## config.mk

```make
export PLATFORM = sky130hd
export DESIGN_NAME = bus_arbiter_2x16
export DESIGN_NICKNAME = d
export VERILOG_FILES = /design/src/rtl/arbiter_pkg.sv /design/src/rtl/mux2x1_16b.sv /design/src/rtl/bus_arbiter_2x16.sv
export SDC_FILE = /design/constraint.sdc
export NUM_CORES = 1
export LEC_CHECK = 0
export CORE_MARGIN = 3
export CORE_UTILIZATION = 42
export CTS_CLUSTER_SIZE = 40
export DETAILED_ROUTE_END_ITERATION = 10
export GPL_TIMING_DRIVEN = 0
export PLACE_DENSITY = 0.84
export SETUP_SLACK_MARGIN = 0.1
export SLEW_MARGIN = 30
export SYNTH_ARGS = -nofsm -noshare
export SYNTH_HDL_FRONTEND = slang
export SYNTH_SLANG_ARGS = --single-unit
```

## constraint.sdc

```tcl
create_clock -name clk -period 3.8 [get_ports clk]
set_clock_uncertainty 0.2 [all_clocks]
set_input_delay 0.76 -clock clk [delete_from_list [all_inputs] [get_ports clk]]
set_output_delay 0.76 -clock clk [all_outputs]
set_load 0.03 [all_outputs]
```

## src/rtl/arbiter_pkg.sv

```systemverilog
// Shared encodings for the two-requester burst arbiter: FSM states,
// mux select values and the channel data width.
package arbiter_pkg;

  typedef enum logic [1:0] {
    IDLE  = 2'b00,
    OWN_A = 2'b01,
    OWN_B = 2'b10
  } arb_state_e;

  localparam logic SEL_A  = 1'b0;
  localparam logic SEL_B  = 1'b1;
  localparam int   DATA_W = 16;

endpackage

```

## src/rtl/mux2x1_16b.sv

```systemverilog
// 16-bit two-input multiplexer: S = A when Sel = 0, B when Sel = 1.
module MUX2x1_16B (
  input  logic [15:0] A,
  input  logic [15:0] B,
  input  logic        Sel,
  output logic [15:0] S
);

  assign S = Sel ? B : A;

endmodule

```

## src/rtl/bus_arbiter_2x16.sv

```systemverilog
// Round-robin burst arbiter sharing one registered 16-bit valid/ready channel
// between requesters A and B.
module bus_arbiter_2x16
  import arbiter_pkg::*;
#(
  parameter  int BURST_MAX = 4,
  localparam int CNT_W     = $clog2(BURST_MAX + 1)
) (
  input  logic              clk,
  input  logic              rst,
  input  logic              A_valid,
  input  logic [15:0]       A_data,
  input  logic              A_last,
  output logic              A_ready,
  input  logic              B_valid,
  input  logic [15:0]       B_data,
  input  logic              B_last,
  output logic              B_ready,
  output logic              S_valid,
  output logic [15:0]       S_data,
  input  logic              S_ready,
  output logic              Sel,
  output logic [1:0]        Grant,
  output logic [1:0]        dbg_state_o,
  output logic [CNT_W-1:0]  dbg_cnt_o
);

  localparam logic [CNT_W-1:0] BURST_MAX_C = CNT_W'(BURST_MAX);

  arb_state_e        state_q, state_d;
  logic [CNT_W-1:0]  cnt_q, cnt_d, cnt_inc;
  logic              prio_q, prio_d;
  logic              s_valid_q, s_valid_d;
  logic [DATA_W-1:0] s_data_q, s_data_d;
  logic [DATA_W-1:0] mux_s;
  logic              out_free, xfer, owner_last, rel;

  // Handshake: x_ready = (state == OWN_x) & (~S_valid | S_ready); a word moves
  // on x_valid & x_ready, and leaves on S_valid & S_ready.
  assign out_free = ~s_valid_q | S_ready;
  assign A_ready  = (state_q == OWN_A) & out_free;
  assign B_ready  = (state_q == OWN_B) & out_free;

  assign Sel         = (state_q == OWN_B) ? SEL_B : SEL_A;
  assign Grant       = {state_q == OWN_B, state_q == OWN_A};
  assign S_valid     = s_valid_q;
  assign S_data      = s_data_q;
  assign dbg_state_o = state_q;
  assign dbg_cnt_o   = cnt_q;

  MUX2x1_16B u_mux (
    .A   (A_data),
    .B   (B_data),
    .Sel (Sel),
    .S   (mux_s)
  );

  always_comb begin
    state_d    = state_q;
    cnt_d      = cnt_q;
    prio_d     = prio_q;
    s_valid_d  = s_valid_q;
    s_data_d   = s_data_q;
    owner_last = (state_q == OWN_B) ? B_last : A_last;
    xfer       = (A_valid & A_ready) | (B_valid & B_ready);
    cnt_inc    = cnt_q + CNT_W'(1);
    rel        = xfer & (owner_last | (cnt_inc == BURST_MAX_C));

    if (xfer) begin
      s_data_d  = mux_s;
      s_valid_d = 1'b1;
      cnt_d     = cnt_inc;
    end else if (S_ready) begin
      s_valid_d = 1'b0;
    end

    // A burst closed by 'last' means the owner is done; only a count-forced
    // release re-grants the same requester when the other one is idle.
    case (state_q)
      IDLE: begin
        if (A_valid && (!B_valid || prio_q == SEL_A)) state_d = OWN_A;
        else if (B_valid)                             state_d = OWN_B;
      end
      OWN_A: begin
        if (rel) begin
          cnt_d  = '0;
          prio_d = SEL_B;
          if (B_valid)                 state_d = OWN_B;
          else if (A_valid && !A_last) state_d = OWN_A;
          else                         state_d = IDLE;
        end
      end
      OWN_B: begin
        if (rel) begin
          cnt_d  = '0;
          prio_d = SEL_A;
          if (A_valid)                 state_d = OWN_A;
          else if (B_valid && !B_last) state_d = OWN_B;
          else                         state_d = IDLE;
        end
      end
      default: state_d = IDLE;
    endcase
  end

  always_ff @(posedge clk) begin
    if (rst) begin
      state_q   <= IDLE;
      cnt_q     <= '0;
      prio_q    <= SEL_A;
      s_valid_q <= 1'b0;
      s_data_q  <= '0;
    end else begin
      state_q   <= state_d;
      cnt_q     <= cnt_d;
      prio_q    <= prio_d;
      s_valid_q <= s_valid_d;
      s_data_q  <= s_data_d;
    end
  end

endmodule

```

==> summary.txt <==
Setup path
  – WP data required: between 2000 and 3000 ps
  – Capturing element type of the critical path: primary output
  – Critical path type: reg2out
  – Register-to-Register Setup Slack: roughly 1800 ps
  – CP Launch Type: register
  – Data arrival time at the worst-slack endpoint: ~2300 ps
  – Largest fanout on the critical path: 10
  – Register-to-Register Path Depth: 6
  – Reg-to-reg critical path endpoint: S_data[6]$_SDFFE_PP0P_
  – Worst reg2reg startpoint: dbg_state_o[1]$_SDFFE_PP0P_

Yosys
  – Area share of the largest cell type after synthesis: a little over a third
  – Complex-gate fraction of the synthesized area: around 22%
  – Dominant cell type by area after synthesis: sky130_fd_sc_hd__dfxtp_1
  – Sequential cell area fraction in the yosys report: a little over a third
  – Xor and xnor area share after synthesis: less than 1%
  – Fraction of synthesized area in multiplexers: between 10% and 20%
  – Avg Cell Area, Syn: 10.4 µm²
  – Count of flip-flops with a built-in enable after synthesis: 0
  – Synthesized-area fraction occupied by adder cells: under 10%
  – Main synth FF type: sky130_fd_sc_hd__dfxtp_1
  – Distinct cell type count after synthesis: 27
  – Synth Net Count: between 150 and 200
  – Leading post-synthesis cells by cell area: sky130_fd_sc_hd__dfxtp_1 36%, sky130_fd_sc_hd__mux2i_1 15%, sky130_fd_sc_hd__a211oi_2 12%
  – Number of storage elements in the synthesis netlist: 23
  – Simple-gate area share of the yosys netlist: about 13%
  – Post-synthesis instance area: 0.00129 mm²
  – YS warnings: 0
  – Number of instances in the synthesized netlist: about 120
  – Combinational family with the most area after synthesis: compound AO/OA/AOI/OAI gates
  – Async S/R FF share, synth: 0%

Layout
  – Non-filler cells in the finished layout: between 200 and 250
  – Final net count: 240
  – Fraction of final layout cells sized beyond drive strength 1: 15.0%
  – Area overhead of the layout relative to synthesis: 55.4%
  – Final Core Density: a little over two thirds
  – ANT cells: 0

Floorplan
  – Standard cell core area: around 0.0029 mm²
  – Horizontal die dimension: 61.5 µm
  – Floorplan die area: around 0.0038 mm²
  – IO Pins: 66
  – Height of the die: just over 60 µm
  – Initial Util: a little under half
  – Cell Rows: 19

Global route
  – Antenna violations before repair: 0
  – Overflow left after global routing: 0
  – GRT met2 Usage: 33.3%
  – Total track usage: between 10% and 20%
  – Pin count of the biggest net entering global routing: 14
  – Global-route wire length before repair: 5.41 mm
  – Via count of the first global-routing pass: around 1300
  – Global routing's busiest layer: met2
  – GR Util met3: under 10%
  – GR Layer Usage met1: 22.6%

Power
  – Maximum ir drop on the vdd rail: slightly below 400 µV
  – Leakage Power: between 0.7 and 0.8 nW
  – Design internal power: around 0.8 mW
  – Cell area power density: about 750 mW/mm²
  – Switch share: between 40% and 50%
  – Net switching power: 0.691 mW
  – Portion of total power attributed to combinational logic: between 60% and 70%
  – Clock share of power: about 8%
  – Sequential cell fraction of total power: 25.5%

Clocking
  – Post-CTS Hold Fix Bufs: 0
  – CTS sink cnt: 23
  – Maximum clock insertion buffer count: 2
  – Number of setup buffers added after CTS: 0
  – CTS tree: done
  – Clock Root Buffer: sky130_fd_sc_hd__clkbuf_4
  – Clock input transition at the sequential cells of the worst setup and hold paths: 130 ps
  – Num CTS Buffers: 3
  – Cells resized by post-CTS repair: 0
  – Clock latency reported for the late side of the worst-skew pair: around 320 ps
  – H-Tree Depth: 1

Timing
  – Setup WS post-layout: about 500 ps
  – Final setup TNS: 0 ps
  – Worst Tran Pin Value: about 350 ps
  – Final setup viols: 0
  – Worst max-slew margin expressed relative to the limit: ~76%
  – Unrepaired setup endpoints after global routing: no
  – Final critical path time including I/O delays and setup: 3290 ps
  – Final hold vios: 0
  – Max Freq: approximately 300 MHz
  – Ratio of final minimum period to clock period: slightly below 90%
  – Max-slew violations: 0

Route
  – Detailed-routing iteration count for the pre-antenna-repair pass: 4
  – Antenna-violating nets left: 0
  – Number of vias per cell after detailed routing: between 5 and 6
  – Average routed wire per standard cell: roughly 16 µm
  – Number of design-rule violations left by the first detailed-router iteration: 14
  – Routed Wire Length: around 3.5 mm
  – Total DRC errors in the routed layout: 0
  – Via count of the routed design: 1197

Run
  – Max-capacitance violation count: 0

Worst hold path
  – Class of the worst hold path: reg2reg
  – Worst min-delay path endpoint: S_data[1]$_SDFFE_PP0P_
  – Hold path startpoint: S_data[1]$_SDFFE_PP0P_
  – Instance count along the most critical hold path: 2

Outcome
  – Result of the run: completed

Placed design
  – Half-perimeter wire length after placement: approximately 2.8 mm
  – Placer's final routability congestion estimate: 0.855
  – Total of buffers placed on input and output ports: between 60 and 70
  – Placed Instances: 220
  – Worst setup slack before clock tree synthesis: about 650 ps
==> power groups by stage <==
stage	logic, mW	registers, mW	clock network [mW]
floorplan	0.505	0.549	0
global placement	0.980	0.387	0
detailed placement	1.01	0.391	0
CTS	1.01	0.386	0.117
global route	1.07	0.397	0.126
finish	1.01	0.385	0.117
==> worst max path at each step <==
stage | slack (ps) | endpoint | cells after the start | start
2_1_floorplan | 1080 | B_ready | 4 | dbg_state_o[1]$_SDFFE_PP0P_
3_3_place_gp | 650 | A_ready | 4 | S_ready
3_5_place_dp | 650 | B_ready | 4 | S_ready
4_1_cts | 510 | B_ready | 6 | dbg_state_o[0]$_SDFFE_PP0P_
5_1_grt | 400 | B_ready | 6 | dbg_state_o[0]$_SDFFE_PP0P_
6_report | 510 | B_ready | 6 | dbg_state_o[0]$_SDFFE_PP0P_
==> cell families after synthesis <==
| family | after synthesis |
|---|---|
| AOI/OAI and AO/OA | 28 |
| and+or+nand+nor | 33 |
| DFF | 23 |
| buffers and inverters | 12 |
| xor gates and xnor gates | 1 |
| muxes | 20 |
| adders and majority gates | 7 |
==> cell usage after synthesis, drive strengths merged, types with 2 or more instances <==
master  number
dfxtp       23
nor2        22
mux2i       20
a211oi      19
buf          8
ha           7
nand2b       5
inv          4
a21o         2
and2         2
nor3b        2
o21ai        2
==> routing by layer <==
metal	vias up	wire (µm)
met5	-	0
met1	558	1460
met2	58	1650
met4	0	44
li1	576	-
met3	5	342
==> state kept, by name (all words and copies together) (netlist names) <==
register and flops:
dbg_state_o 2, S_valid 1, prio_q 1, S_data 16, dbg_cnt_o 3
==> area by class of cell <==
| type | count | area, µm² |
|---|---|---|
| timing repair buffer | 65 | 651 |
| clock inverter | 1 | 5.00 |
| multi-input combinational | 89 | 752 |
| clock buffer | 3 | 22.5 |
| sequential | 23 | 460 |
| fill | 238 | 842 |
| buffer | 8 | 66.3 |
| inverter | 4 | 15.0 |
| tap | 31 | 38.8 |
==> worst max-delay path, cell delays in order (launching register included) <==
cell and delay, ps:
sky130_fd_sc_hd__dfxtp_1 370, sky130_fd_sc_hd__inv_1 120, sky130_fd_sc_hd__ha_1 270, sky130_fd_sc_hd__buf_6 200, sky130_fd_sc_hd__buf_4 230, sky130_fd_sc_hd__and2_1 150
sky130_fd_sc_hd__clkdlybuf4s50_1 680
==> stage by stage <==
stage / hold WS, ps / total power, mW / area (µm²)
after floorplan: 286 / 1.05 / 1290
after global placement: 288 / 1.37 / 1980
after detailed placement: 300 / 1.40 / 1980
after CTS: 318 / 1.51 / 2010
after global routing: 343 / 1.59 / 2010
final: 314 / 1.51 / 2010
==> placed cells by master, fill, tap and decap left out, drive strengths merged, types with 3 or more instances in the layout <==
master         synthesis  final
a211oi                19     19
buf                    8      8
clkbuf                 0      3
clkdlybuf4s50          0     65
dfxtp                 23     23
ha                     7      7
inv                    4      4
mux2i                 20     20
nand2b                 5      5
nor2                  22     22
Note: power is estimated with default switching activity, not from simulation.
==> RTL edit (config.mk and constraints unchanged) <==
Reset style: asynchronous (`rst`), changed in one clocked block.
--- a/src/rtl/bus_arbiter_2x16.sv
+++ b/src/rtl/bus_arbiter_2x16.sv
@@ -103,7 +103,7 @@
     endcase
   end
 
-  always_ff @(posedge clk) begin
+  always_ff @(posedge clk or posedge rst) begin
     if (rst) begin
       state_q   <= IDLE;
       cnt_q     <= '0;
Behaviour: differs if rst is asserted again (counterexample within 4 cycles, from zero or initial values and one cycle with rst high); with rst held inactive, the same outputs for 10 cycles.
==> RTL edit against the unedited design <==
  * Global-route usage up 0.39 points
  * Design area is 2.0% higher
  * Area after synthesis rose by 2.0%
  * Routed wire length is 2.2% lower
  * Power is 14% higher
  * Utilization grew 0.81 points
  * Largest cell class is now non-clock buffers
  * Die area grew 1.8%
  * Register-to-register slack got worse by 130 ps
  * Sequential cell count did not move
  * Worst setup slack worse by 200 ps
==> RTL edit: results (changes against the unedited design) <==
outcome: complete, no violations
adder-cell share of the synthesized area: 6.64% (-0.13 points)
diode count: 0 (unchanged)
#MultiIn Comb: 90 (+1.1%)
layout cell share with drive strength beyond 1: 11.2% (-3.9 points)
Skew-Pair Late Insertion Delay: 320 ps (about the same)
inverters: 7 (+3)
Port Buffers: 65 (unchanged)
Yosys cell types: 29 (+7.4%)
Signal buffers: 73 (unchanged)
combinational fraction of design power: 67.8% (+1.1 points)
Pwr Density: 837 nW/µm² (+12%)
Pre-Repair DR Iteration Count: 4 (unchanged)
Seq/total area: 28.1% (+5.2 points)
Switch Pwr: 0.790 mW (+14%)
CP peak stage delay: 660 ps (-20 ps)
xor and xnor area share after synthesis: 0% (-0.68 points)
Multi-input gate area: 642 µm² (-15%)
RePlAce Congestion: 0.772 (-9.7%)
Pleak: 0.868 nW (+19%)
synth top area cells: dfrtp_1, mux2i_1, a21oi_1
post-synthesis sequential area ratio: 43.6% (+8.0 points)
detailed placer's ending HPWL: 2.68 mm (-4.0%)
Overall Global Routing Usage: 19.4% (+0.39 points)
multi-input combinational area share: 31.3% (-6.1 points)
Max-slew headroom: 67.2% (-9.2 points)
Synth async-reset ratio: 100% (+100 points)
clock buffers: 3 (unchanged)
total wire length: 3.42 mm (-2.2%)
nets: 244 (+1.7%)
Via density: 4.97 (-6.9%)
VDD IR max: 0.480 mV (+25%)
Worst R2R Path Depth: 7 (+1)
Seq pwr share: 25.2% (-0.3 points)
FFs & Latches: 23 (unchanged)
drt initial violations: 50 (+36)
pre-CTS WS: 620 ps (-31.4 ps)
NonClk Buf Share: 35.4% (-0.21 points)
largest net degree at the start of global routing: 24 (+10)
average wire per standard cell: 14.3 µm (-8.4%)
main flop type after synthesis: dfrtp_1
area post-placement: 2020 µm² (+2.0%)
classification of the worst-slack hold path: reg2reg
Cells after Synth: 128 (+3.2%)
final-layout clock-cell area share: 1.34% (-0.027 points)
Compound-Gate Fraction of Synth Area: 14.2% (-8.0 points)
# Post-CTS Setup Buffers: 0 (unchanged)
Post-synth top cells: dfrtp_1, a21oi_1, nor2_1, mux2i_1
mux share of post-synthesis cell area: 15.2% (-0.31 points)
vias in the first global route: 1183 (-6.0%)
first-pass GRT wire length: 5.38 mm (-0.50%)
Worst-path clk slew: 140 ps
Filler Cell Count: 225 (-5.5%)
max reg flops: 16 (unchanged)
syn_nets: 174 (+2.4%)
htree depth: 1 (unchanged)
Max clock buf depth: 2 (unchanged)
RTL edit: cell count changes after synthesis, sizes merged, moves of 2 or more:
| cell | unedited run | this run |
|---|---|---|
| nor3b | 2 | 0 |
| a21o | 2 | 0 |
| a21oi | 1 | 19 |
| o21ai | 2 | 6 |
| a211oi | 19 | 1 |
| dfrtp | 0 | 23 |
| nand3 | 0 | 2 |
| inv | 4 | 7 |
| dfxtp | 23 | 0 |
| nor2 | 22 | 19 |
| mux2 | 0 | 2 |
| mux2i | 20 | 17 |
RTL edit: final timing paths:
check,startpoint,endpoint,slack (ps)
max,dbg_state_o[0],B_ready,310
min,S_data[11],S_data[11],350
max reg2reg,dbg_state_o[0],dbg_state_o[1],1660
min reg2reg,S_data[11],S_data[11],350
max in group asynchronous,rst,prio_q,2490
min in group asynchronous,rst,S_data[8],580
RTL edit: routing by layer:
layer	GRT usage (%)	part of all wire [%]
met5	0	0
met4	7.88	1.1
met3	7.64	8.9
met2	33.4	52
met1	21.0	38
